===== src/rtl/spart_pkg.sv =====
// -----------------------------------------------------------------------------
// spart_pkg
// Shared definitions for the SPART serial link blocks (transmitter, receiver,
// baud generator).
//   tx_state_t      transmit sequencer states
//   OVERSAMPLE_DEF  enable ticks per serial bit (baud generator runs at 16x)
//   DATA_BITS_DEF   data bits per frame
//   baud_sel_t      baud select encodings shared with baud generator/receiver
// -----------------------------------------------------------------------------
package spart_pkg;

   typedef enum logic [1:0] {
      IDLE  = 2'b00,
      START = 2'b01,
      DATA  = 2'b10,
      STOP  = 2'b11
   } tx_state_t;

   localparam int OVERSAMPLE_DEF = 16;
   localparam int DATA_BITS_DEF  = 8;

   typedef enum logic [1:0] {
      BAUD_4800  = 2'b00,
      BAUD_9600  = 2'b01,
      BAUD_19200 = 2'b10,
      BAUD_38400 = 2'b11
   } baud_sel_t;

endpackage


===== src/rtl/spart_tx.sv =====
// -----------------------------------------------------------------------------
// spart_tx
// Transmit sequencer for the SPART serial link. Serialises one byte per frame
// (1 start bit, DATA_BITS data bits LSB first, 1 stop bit), each bit lasting
// OVERSAMPLE enable ticks. A one-byte holding buffer lets the bus queue the
// next byte while the current frame shifts out; a full buffer at the end of a
// stop bit starts the next frame with no idle gap.
//
// Ports
//   clk      in   system clock, all state changes on posedge
//   rst      in   asynchronous, active-low reset
//   enable   in   one-cycle baud tick at OVERSAMPLE x baud rate
//   tx_wr    in   write strobe, captures tx_data when tbr=1
//   tx_data  in   byte to transmit
//   txd      out  serial output, idle high (registered)
//   tbr      out  transmit buffer ready, holding buffer empty (registered)
//   tx_busy  out  frame in progress (registered, state != IDLE)
//   state    out  current sequencer state, for debug/observation
//
// Write handshake: tbr acts as "ready" and tx_wr as "valid"; a byte is taken
// only on a cycle where both are 1. A write while tbr=0 is dropped and the
// buffer keeps its contents. The buffer->shifter transfer only happens when
// tbr=0, so it never collides with an accepted write.
// -----------------------------------------------------------------------------
module spart_tx
   import spart_pkg::*;
#(
   parameter int OVERSAMPLE = OVERSAMPLE_DEF,
   parameter int DATA_BITS  = DATA_BITS_DEF
) (
   input  logic                 clk,
   input  logic                 rst,
   input  logic                 enable,
   input  logic                 tx_wr,
   input  logic [DATA_BITS-1:0] tx_data,
   output logic                 txd,
   output logic                 tbr,
   output logic                 tx_busy,
   output tx_state_t            state
);

   localparam int TW = $clog2(OVERSAMPLE);
   localparam int BW = $clog2(DATA_BITS);
   localparam logic [TW-1:0] TICK_LAST = TW'(OVERSAMPLE - 1);
   localparam logic [BW-1:0] BIT_LAST  = BW'(DATA_BITS - 1);

   logic [TW-1:0]        tick_cnt;
   logic [BW-1:0]        bit_cnt;
   logic [DATA_BITS-1:0] shifter;
   logic [DATA_BITS-1:0] hold;

   logic tick_last;
   logic bit_last;

   assign tick_last = (tick_cnt == TICK_LAST);
   assign bit_last  = (bit_cnt == BIT_LAST);

   always_ff @(posedge clk or negedge rst) begin
      if (!rst) begin
         state    <= IDLE;
         tick_cnt <= '0;
         bit_cnt  <= '0;
         shifter  <= '0;
         hold     <= '0;
         tbr      <= 1'b1;
         txd      <= 1'b1;
         tx_busy  <= 1'b0;
      end else begin
         if (tx_wr && tbr) begin
            hold <= tx_data;
            tbr  <= 1'b0;
         end

         if (enable) begin
            case (state)
               IDLE: begin
                  // The enable that finds the buffer full is the first tick
                  // of the start bit, so txd drops right after it.
                  if (!tbr) begin
                     shifter  <= hold;
                     tbr      <= 1'b1;
                     tick_cnt <= '0;
                     txd      <= 1'b0;
                     tx_busy  <= 1'b1;
                     state    <= START;
                  end
               end

               START: begin
                  if (tick_last) begin
                     tick_cnt <= '0;
                     bit_cnt  <= '0;
                     txd      <= shifter[0];
                     state    <= DATA;
                  end else begin
                     tick_cnt <= tick_cnt + 1'b1;
                  end
               end

               DATA: begin
                  if (tick_last) begin
                     tick_cnt <= '0;
                     shifter  <= shifter >> 1;
                     if (bit_last) begin
                        bit_cnt <= '0;
                        txd     <= 1'b1;
                        state   <= STOP;
                     end else begin
                        bit_cnt <= bit_cnt + 1'b1;
                        // shifter[1] is the bit that lands in [0] after this shift
                        txd     <= shifter[1];
                     end
                  end else begin
                     tick_cnt <= tick_cnt + 1'b1;
                  end
               end

               STOP: begin
                  if (tick_last) begin
                     tick_cnt <= '0;
                     if (!tbr) begin
                        shifter <= hold;
                        tbr     <= 1'b1;
                        txd     <= 1'b0;
                        state   <= START;
                     end else begin
                        tx_busy <= 1'b0;
                        state   <= IDLE;
                     end
                  end else begin
                     tick_cnt <= tick_cnt + 1'b1;
                  end
               end

               default: state <= IDLE;
            endcase
         end
      end
   end

endmodule


===== config.mk =====
export PLATFORM = sky130hd
export DESIGN_NAME = spart_tx
export DESIGN_NICKNAME = d
export VERILOG_FILES = /design/src/rtl/spart_pkg.sv /design/src/rtl/spart_tx.sv
export SDC_FILE = /design/constraint.sdc
export NUM_CORES = 1
export LEC_CHECK = 0
export CAP_MARGIN = 0
export CELL_PAD_IN_SITES_DETAIL_PLACEMENT = 1
export CELL_PAD_IN_SITES_GLOBAL_PLACEMENT = 2
export CORE_MARGIN = 2
export CORE_UTILIZATION = 36
export DETAILED_ROUTE_END_ITERATION = 10
export PLACE_DENSITY = 0.83
export SETUP_SLACK_MARGIN = 0.1
export SLEW_MARGIN = 20
export SYNTH_ARGS = -nofsm -noshare
export SYNTH_HDL_FRONTEND = slang
export SYNTH_SLANG_ARGS = --single-unit
export TNS_END_PERCENT = 20

===== constraint.sdc =====
create_clock -name clk -period 2.2 [get_ports clk]
set_input_delay 0.44 -clock clk [delete_from_list [all_inputs] [get_ports clk]]
set_output_delay 0.44 -clock clk [all_outputs]
set_load 0.03 [all_outputs]

==> results list <==
- After clock tree synthesis, the clock-pin slew on the worst setup and hold paths is 0.10 ns.
- In the routed layout, each cell is associated on average with a via count of 5.240.
* Critical path class: register to output pin
* Area of the die: 4315 sq um
- Post-synthesis async set-or-reset flop share: 1.000
- Number of setup violations in the final report: 0
* Setup slack of the critical path after layout: 0.1707 ns
- Via count of the first global-routing pass: 1176
* Most frequent cells after synthesis: dfrtp_1, nand2_1, o21ai_0, mux2_2, ha_1
- The initial utilization of the core area, before any placement, comes to 0.3742.
- In this design, the stage delay of the slowest critical-path cell is 0.69 ns.
- Clock insertion delay at the later pin of the skew report: 0.28 ns
* Number of distinct library cells after synthesis: 32
* Wire length reported by the detailed router: 3.140 mm
- Highest Clock Rate: 492.8 MHz
- Of the cells placed in the final design, the portion with a size suffix greater than 1 is 0.2297.
- DP Worst Slack: -0.02952 ns
- Yosys reg bits: 28
- Number of port buffers: 16
- Number of standard cells after synthesis: 119
- In this run, synthesis inferred 0 flip-flops with an integrated enable.
- At the end of routability-driven placement, the weighted congestion stood at 0.7298.
* Period utilisation layout: 0.9224
- Clock tree from TritonCTS: done
- In this run the horizontal extent of the chip is 65.69 um.
- Net total in the final layout: 169
- CTS Sinks: 28
* Total of fill cells in the finished design: 402
* Clock root buffer: clkbuf_8
- The repair_antennas step left the layout with diodes totalling 0.
- Starting DRT DRC Count: 15
- Entering global routing, the biggest net connects 29 pins.
* Accumulated negative setup slack: 0 ns
- STA puts the critical path data required time at 1.76 ns.
* Setup skew after layout: 0.009598 ns
- After synthesis, the mean cell area works out to 11.51 sq um.
- CTS built an H-tree with a depth of 1.
- Worst Path Arrival: 1.59 ns
- By instance count, the leading cell after synthesis is dfrtp_1.
- Hold_buf cts: 0
* Pre-Repair DR Iteration Count: 3
- For this design the ratio of total power to cell area is 1275 nW/um^2.
- Mean routed wirelength per cell: 16.02 um
* Tot GR Track Use: 0.1676
- Mapped cell area: 1370 sq um
* Cell accounting for the most synthesized area: dfrtp_1
- The clock period could shrink to 2.029 ns.
* Number of antenna violations at the first check in global routing: 0
- In this run the remaining antenna-violating nets after routing total 0.
- The worst setup path is launched from a register.
* Max-slew violation count: 0
- Synth top area cells: dfrtp_1, mux2_2, ha_1
* Capturing element type of the critical path: output pin
* Number of buffers and inverters on the critical path: 1
- Wire length of the first global-routing pass: 5.430 mm
- When the netlist entered floorplanning its net count stood at 139.
* Max-cap violation count: 0
- In this run, CTS created clock tree buffers numbering 3.
- Counting tap cells, the placed design contains a total of 188 instances.
- The count of final hold-check violations came to 0.
- Along the worst path, the maximum fanout reaches 7.
- The worst pin sits at a relative slew slack of 0.7318.
- Synth Flop Type: dfrtp_1
- Total power: 2.220 mW
- HPWL reported at the end of detailed placement: 2.261 mm
- The routed layout has 1027 vias.
- Setup repair after global routing left no endpoint under its margin.
- Of the post-synthesis cell area, the dominant cell type holds 0.4749.
- The worst-case IR drop observed on VDD is 0.0005405 V.
* I/O pin count: 17
- The min-delay analysis places its worst path in the category register to register.
- Crit path max-delay family: buffers and inverters
- Synthesis-to-finish area growth: 27.12%
- Core outline area: 3661 sq um
- Rows: 22
- On the critical path, the stage with the largest delay is an instance of clkdlybuf4s50_1.
- The flow ran to the end, and the final reports show no timing, DRC or antenna violations.
- Summed over all cells, the static leakage comes to 0.7729 nW.
- Proportion of synthesized chip area in sequential cells: 0.5132
* Total congestion overflow: 0
- Total of warnings raised by yosys: 0
- Die Ht: 65.69 um
- After detailed routing, the number of remaining DRC violations is 0.
* Count of placed standard cells in the final layout, fillers left out: 196
- Number of buffers between clock root and the deepest sink: 2
* Cells traversed along the worst timing path: clkdlybuf4s50_1
- At the pin with the least slew margin, the transition time is 0.4014 ns.
[tightest hold or removal path, cell delays in order, from the launching register on]
cell	delay, ns
dfrtp_1	0.36
nand2_1	0.05
o21ai_0	0.07
[sequential cells by signal, summed over array words and instances (netlist names)]
signal	cells
bit_cnt	3
state	2
txd	1
tbr	1
shifter	8
hold	8
tick_cnt	4
tx_busy	1
[metrics by stage]
stage / utilization / hold WS (ns) / instance area [sq um]
floorplan: - / 0.1444 / 1373
global placement: 0.4474 / 0.4639 / 1638
detailed placement: 0.4474 / 0.4840 / 1638
CTS: 0.4682 / 0.5080 / 1714
global route: 0.4757 / 0.5268 / 1742
finish: 0.4757 / 0.5018 / 1742
[report_power, final]
part	internal [mW]	switching (mW)	total (mW)
Combinational	0.494	0.530	1.02
Sequential	0.735	0.143	0.878
Clock	0.160	0.158	0.318
Total	1.39	0.830	2.22
[timing repair]
action	in CTS	in global routing
hold endpoints to repair	0	0
pin swaps	0	1
buffers inserted	2	2
gates cloned	0	0
resized for setup	2	1
endpoints found under the setup margin	1	1
[per-layer routing]
metal	share of wire	GRT usage	routed length [um]
met1	0.44	0.1893	1367
met2	0.51	0.2967	1589
met5	0	0	0
met4	0.023	0.07031	71
met3	0.036	0.04281	113
[path summary, 6_finish.rpt]
kind / start / depth (start not counted) / end / slack, ns
worst max-delay path: tbr / 1 / tbr / 0.17
worst min-delay path: shifter[6] / 2 / shifter[6] / 0.50
worst max register to register: state[1] / 6 / state[1] / 0.20
worst min register to register: shifter[6] / 2 / shifter[6] / 0.50
max in group asynchronous: rst / 2 / txd / 1.35
min in group asynchronous: rst / 2 / hold[4] / 0.54
[cell usage in the layout (no fill, tap or decap), types with 3 or more instances in the layout]
master | synthesis | final
a22o_1 | 3 | 3
buf_4 | 0 | 11
clkbuf_8 | 0 | 4
clkdlybuf4s50_1 | 0 | 16
dfrtp_1 | 26 | 24
ha_1 | 8 | 8
inv_1 | 4 | 4
mux2_2 | 11 | 11
mux2i_1 | 7 | 7
nand2_1 | 16 | 16
nor2b_1 | 3 | 3
o21ai_0 | 12 | 12
[cells by family (layout without fill, tap and decap cells)]
logic type | after synthesis | count (layout) | synth area share
AOI/OAI and AO/OA | 28 | 28 | 0.1452
xor gates and xnor gates | 1 | 1 | 0.006394
adders and majority gates | 8 | 8 | 0.07306
buffers and inverters | 6 | 35 | 0.01643
DFF | 28 | 28 | 0.5132
muxes | 18 | 18 | 0.1416
and+or+nand+nor | 30 | 30 | 0.1041
[cell type report]
cell class                      count  area (sq um)  share of cell area
Tap cell                           48         60.06             0.03448
Clock buffer                        4         55.05             0.03161
Timing Repair Buffer               27         242.7              0.1394
Inverter                            4         15.01            0.008621
Multi-Input combinational cell     85         663.1              0.3807
Sequential cell                    28         705.7              0.4052
(Power assumes the default switching activity.)
